$ cat src/rtl/intc_priority_if.sv
// Core-side bus of the interrupt controller: intr/inta handshake plus the
// small memory-mapped register port driven from the MEM stage.
interface intc_priority_if;
   logic        intr;
   logic        inta;
   logic [1:0]  addr;
   logic        we;
   logic [31:0] wdata;
   logic [31:0] rdata;
   logic        in_service;

   modport master (input intr, rdata, in_service, output inta, addr, we, wdata);
   modport slave  (output intr, rdata, in_service, input inta, addr, we, wdata);
endinterface

$ cat src/rtl/intc_priority.sv
// Prioritised interrupt controller: synchronised sources, per-source pending,
// mask and edge/level config, one request at a time held in service until EOI.
module intc_priority #(
   parameter int            N_SRC   = 8,
   parameter int            ID_W    = 4,
   parameter logic [ID_W-1:0] SPUR_ID = 4'hF
) (
   input  logic             clock,
   input  logic             resetn,
   input  logic [N_SRC-1:0] irq_src,
   intc_priority_if.slave   bus
);
   typedef enum logic [1:0] {IDLE, REQ, SERV} state_t;

   state_t state, next;
   logic [N_SRC-1:0] s1, s2, s3;
   logic [N_SRC-1:0] pend, mask, edge_cfg;
   logic [N_SRC-1:0] pend_nxt, rise, clr, edge_chg, elig, elig_ack, win_oh, ack_clr;
   logic [ID_W-1:0]  win_id, vec_id;
   logic             vec_valid, ack, eoi, intr_d, intr_q;

   assign ack = bus.inta && (state == REQ);
   assign eoi = bus.we && (bus.addr == 2'd3) && (state == SERV);

   always_comb begin
      rise     = s2 & ~s3;
      clr      = (bus.we && bus.addr == 2'd0) ? (bus.wdata[N_SRC-1:0] & edge_cfg) : '0;
      edge_chg = (bus.we && bus.addr == 2'd2) ? (bus.wdata[N_SRC-1:0] ^ edge_cfg) : '0;
      elig     = pend & mask;
      // The acknowledge sees a same-cycle software clear, so a cleared winner reads spurious.
      elig_ack = pend & ~clr & mask;
      win_id   = '0;
      win_oh   = '0;
      for (int i = N_SRC - 1; i >= 0; i--) begin
         if (elig_ack[i]) begin
            win_id = ID_W'(i);
            win_oh = N_SRC'(1) << i;
         end
      end
      ack_clr  = (ack && |elig_ack) ? (win_oh & edge_cfg) : '0;
      // New edges win over any clear in the same cycle; level bits just track the line.
      pend_nxt = ((edge_cfg & (rise | (pend & ~clr & ~ack_clr))) | (~edge_cfg & s2)) & ~edge_chg;
   end

   always_ff @(posedge clock or negedge resetn) begin
      if (!resetn) state <= IDLE;
      else         state <= next;
   end

   always_comb begin
      next = state;
      case (state)
         IDLE: if (|elig) next = REQ;
         REQ:  if (ack || !(|elig)) next = ack && |elig_ack ? SERV : IDLE;
         SERV: if (eoi) next = IDLE;
         default: next = IDLE;
      endcase
   end

   always_comb begin
      intr_d         = (next == REQ);
      bus.in_service = (state == SERV);
      bus.intr       = intr_q;
   end

   always_ff @(posedge clock or negedge resetn) begin
      if (!resetn) begin
         s1        <= '0;
         s2        <= '0;
         s3        <= '0;
         pend      <= '0;
         mask      <= '0;
         edge_cfg  <= '0;
         vec_valid <= 1'b0;
         vec_id    <= '0;
         intr_q    <= 1'b0;
      end else begin
         s1     <= irq_src;
         s2     <= s1;
         s3     <= s2;
         pend   <= pend_nxt;
         intr_q <= intr_d;
         if (bus.we && bus.addr == 2'd1) mask     <= bus.wdata[N_SRC-1:0];
         if (bus.we && bus.addr == 2'd2) edge_cfg <= bus.wdata[N_SRC-1:0];
         if (ack) begin
            vec_valid <= |elig_ack;
            vec_id    <= |elig_ack ? win_id : SPUR_ID;
         end else if (eoi) begin
            vec_valid <= 1'b0;
         end
      end
   end

   always_comb begin
      bus.rdata = '0;
      case (bus.addr)
         2'd0: bus.rdata = 32'(pend);
         2'd1: bus.rdata = 32'(mask);
         2'd2: bus.rdata = 32'(edge_cfg);
         default: bus.rdata = {vec_valid, {(31 - ID_W){1'b0}}, vec_id};
      endcase
   end
endmodule

$ cat src/flat_wrapper.sv
// flat-port wrapper written by rule: the top's interface ports become plain ports
module intc_priority_flat 
#(
   parameter int            N_SRC   = 8,
   parameter int            ID_W    = 4,
   parameter logic [ID_W-1:0] SPUR_ID = 4'hF
)
  (clock, resetn, irq_src, bus_intr, bus_rdata, bus_in_service, bus_inta, bus_addr, bus_we, bus_wdata);
  intc_priority_if bus_i ();
  input  logic clock;
  input  logic resetn;
  input  logic [N_SRC-1:0] irq_src;
  output wire logic [$bits(bus_i.intr)-1:0] bus_intr;
  output wire logic [$bits(bus_i.rdata)-1:0] bus_rdata;
  output wire logic [$bits(bus_i.in_service)-1:0] bus_in_service;
  input wire logic [$bits(bus_i.inta)-1:0] bus_inta;
  input wire logic [$bits(bus_i.addr)-1:0] bus_addr;
  input wire logic [$bits(bus_i.we)-1:0] bus_we;
  input wire logic [$bits(bus_i.wdata)-1:0] bus_wdata;
  assign bus_intr = bus_i.intr;
  assign bus_rdata = bus_i.rdata;
  assign bus_in_service = bus_i.in_service;
  assign bus_i.inta = bus_inta;
  assign bus_i.addr = bus_addr;
  assign bus_i.we = bus_we;
  assign bus_i.wdata = bus_wdata;
  intc_priority #(.N_SRC(N_SRC), .ID_W(ID_W), .SPUR_ID(SPUR_ID)) u_core (.clock(clock), .resetn(resetn), .irq_src(irq_src), .bus(bus_i));
endmodule
$ cat config.mk
export PLATFORM = sky130hd
export DESIGN_NAME = intc_priority_flat
export DESIGN_NICKNAME = d
export VERILOG_FILES = /design/src/rtl/intc_priority_if.sv /design/src/rtl/intc_priority.sv /design/src/flat_wrapper.sv
export SDC_FILE = /design/constraint.sdc
export NUM_CORES = 1
export LEC_CHECK = 0
export CAP_MARGIN = 20
export CORE_MARGIN = 3
export CORE_UTILIZATION = 25
export CTS_BUF_LIST = sky130_fd_sc_hd__clkbuf_4
export DETAILED_ROUTE_END_ITERATION = 8
export DONT_BUFFER_PORTS = 1
export PLACE_DENSITY = 0.45
export SLEW_MARGIN = 10
export SYNTH_ARGS = -nofsm -noshare
export SYNTH_HDL_FRONTEND = slang
export SYNTH_SLANG_ARGS = --single-unit
$ cat constraint.sdc
create_clock -name clock -period 5.2 [get_ports clock]
set_input_delay 1.04 -clock clock [delete_from_list [all_inputs] [get_ports clock]]
set_output_delay 1.04 -clock clock [all_outputs]
set_load 0.03 [all_outputs]
==> results_dict.tcl <==
set metrics [dict create \
    outcome "completed" \
    drive_above_1_share 0.173 \
    avgSynthCellArea_um2 12.4 \
    final-setup-viol-count 0 \
    first_global_vias 1728 \
    via_count 1694 \
    first_pass_iters 4 \
    critPathMaxStageDelay_ns 0.79 \
    clock.fmax_mhz 336 \
    ant_nets 0 \
    antenna_found_initial 0 \
    ys_seq_area_frac 0.498 \
    synthAdderAreaFrac 0.0356 \
    wirelength_um 5830 \
    fin_area_um2 2930 \
    ir_drop_mv 0.116 \
    swShare 0.343 \
    fin_setup_tns_ns 0 \
    vias_per_cell 4.63 \
    path_buf_inv 0 \
    ys_types 47 \
    post-route-util 0.268 \
    holdWs_ns 0.334 \
    avgRoutedWirePerCell_um 15.9 \
    fin_cells 366 \
    cp.arrival_ns 1.93 \
    num_rows 38 \
    yosys.area_share.simple 0.137 \
    grt_max_degree 57 \
    synth_xor_area_frac 0 \
    dp_hpwl_um 4060 \
    netlist_area_um2 2810 \
    use_met3 0.0367 \
    start_util 0.257 \
    nets 279 \
    fin_worst_skew_ns 0.0106 \
    cap_violations 0 \
    grt_pass1_wl_um 9470 \
    final_cell_mix "dfrtp_1, conb_1, nand2_1" \
    dp_slack_ns 2.20 \
    drt_iter0_markers 84 \
    cts_made_buffers 5 \
    dieWidth_um 112 \
    portBuffers 0 \
    drcViolationCount 0 \
    place_congestion 0.774 \
    power.clock.fraction 0.211 \
    worst_slew_pin_slew_ns 1.02 \
    post-route-min-period_ns 2.97 \
    core-area_um2 10900 \
    grt_busiest_layer "met2" \
    place_area_um2 2850 \
    crit_chain "mux2i_1 -> o21ai_0" \
    min_period_over_period 0.572 \
    muxShareOfSynthArea 0.113 \
    cts_tree "yes" \
    switchingPower_mw 0.384 \
    rsz0062_at_grt "no" \
    syn_to_final_growth_pct 4.05 \
    combPwrFrac 0.273 \
    ios 80 \
    cts_sinks 56 \
    clk_latency_ns 0.37 \
    cts.reportedPaths.clkPinSlew_ns 0.16 \
    ys_warn_count 0 \
    cts_hold_buf 0 \
    finalPower_mw 1.12 \
    critPathTopFamily "compound AO/OA/AOI/OAI gates" \
    synth_top_family_by_area "simple AND/OR/NAND/NOR gates" \
    slowest_stage "o21ai_0" \
    p_seq_frac 0.516 \
    fin_ws_ns 2.23 \
    grtUsageMet1 0.127 \
    syn_inst 226 \
    end_kind "primary output" \
    slew_headroom 0.311 \
    layout_commonest_cell "dfrtp_1" \
    crit_fanout 23 \
    fillers 1131 \
    die_y_um 112 \
    hold_class "in2async" \
    crit_path_start_kind "input pin" \
    power_density_nw_per_um2 383 \
    numPlacedInstances 358 \
    final_max_slew_viol_count 0 \
    hold_violations 0 \
    postCtsSetupBuffers 0 \
    htree_levels 2 \
    synth_edf_count 0 \
    criticalPathCategory "in2out" \
    ys.flop_type "dfrtp_1" \
    clock_path_buffers 2 \
    async_reset_ff_frac 1.00 \
    cts-root-buf "clkbuf_4" \
    internal_power_mw 0.737 \
    grt_overflow 0 \
    worstPathRequired_ns 4.16 \
    p_leak_nw 1.23 \
    synth_seq_cells 56 \
    ctsResizeCount 0 \
    grtUsageMet2 0.141 \
    dieArea_um2 12600 \
    n_antenna_cell 0 \
    synth-compound-area-share 0.135 \
    track_usage 0.0950 \
]
-- layer usage --
layer	part of all wire	wire length, µm
met4	0.020	116
met3	0.081	471
met1	0.46	2670
met5	0	0
met2	0.44	2570
-- cells in the mapped netlist, types with 2 or more instances --
cell type / instances / share of area
a21oi_1: 9 / 0.016
mux4_1: 2 / 0.019
o21ai_0: 5 / 0.0089
nor2_1: 8 / 0.011
nor3b_1: 4 / 0.011
nor2b_1: 2 / 0.0044
and2_1: 2 / 0.0044
buf_4: 23 / 0.061
nand4_1: 2 / 0.0044
mux4_2: 2 / 0.016
clkbuf_1: 2 / 0.0027
mux2i_1: 4 / 0.014
nand2_1: 20 / 0.027
or2_2: 2 / 0.0044
a2bb2oi_1: 4 / 0.012
and4bb_1: 2 / 0.0089
mux2_2: 16 / 0.064
a21o_1: 3 / 0.0080
nand3_1: 7 / 0.012
o22a_4: 2 / 0.012
ha_1: 8 / 0.036
a21boi_0: 6 / 0.016
a311oi_1: 2 / 0.0062
dfrtp_1: 56 / 0.50
a31oi_1: 5 / 0.011
buf_6: 3 / 0.012
buf_2: 2 / 0.0036
and3_1: 2 / 0.0044
nand4bb_1: 3 / 0.012
-- flip-flops by register name (all words and copies together) (netlist names) --
name              cells
u_core.bus.intr       1
u_core.edge_cfg       8
u_core.mask           8
u_core.pend           8
u_core.s1             8
u_core.s2             8
u_core.s3             8
u_core.state          2
u_core.vec_id         4
u_core.vec_valid      1
-- worst paths after layout --
check                                                     from                        endpoint  slack [ns]  cells past startpoint
worst max-delay path                               bus_addr[0]                    bus_rdata[7]        2.23                      2
worst min-delay path                                    resetn       u_core.state[1]$_DFF_PN0_        0.33                      0
worst max register to register  u_core.edge_cfg[6]$_DFFE_PN0P_        u_core.pend[0]$_DFF_PN0_        3.21                      6
worst min register to register          u_core.s1[2]$_DFF_PN0_          u_core.s2[2]$_DFF_PN0_        0.37                      0
max in group asynchronous                               resetn  u_core.edge_cfg[0]$_DFFE_PN0P_        4.77                      0
min in group clock                      u_core.s1[2]$_DFF_PN0_          u_core.s2[2]$_DFF_PN0_        0.37                      0
-- area by class of cell --
cell class	instances	area, µm²	area share
sequential	56	1400	0.479
multi-input combinational	162	1270	0.434
tap	140	175	0.0599
clock inverter	3	42.5	0.0145
clock buffer	5	37.5	0.0128
-- power by group through the flow --
stage | Clock (mW) | Combinational, mW | Sequential [mW]
CTS | 0.253 | 0.309 | 0.578
finish | 0.237 | 0.306 | 0.578
detailed placement | 0 | 0.306 | 0.588
floorplan | 0 | 0.281 | 0.569
global placement | 0 | 0.305 | 0.586
global route | 0.271 | 0.335 | 0.590
-- kinds of logic after synthesis --
family | after synthesis
AOI/OAI and AO/OA | 46
adders and majority gates | 8
buffers and inverters | 30
DFF | 56
muxes | 24
other | 1
and+or+nand+nor | 61
Power figures use the tool's default switching activity.
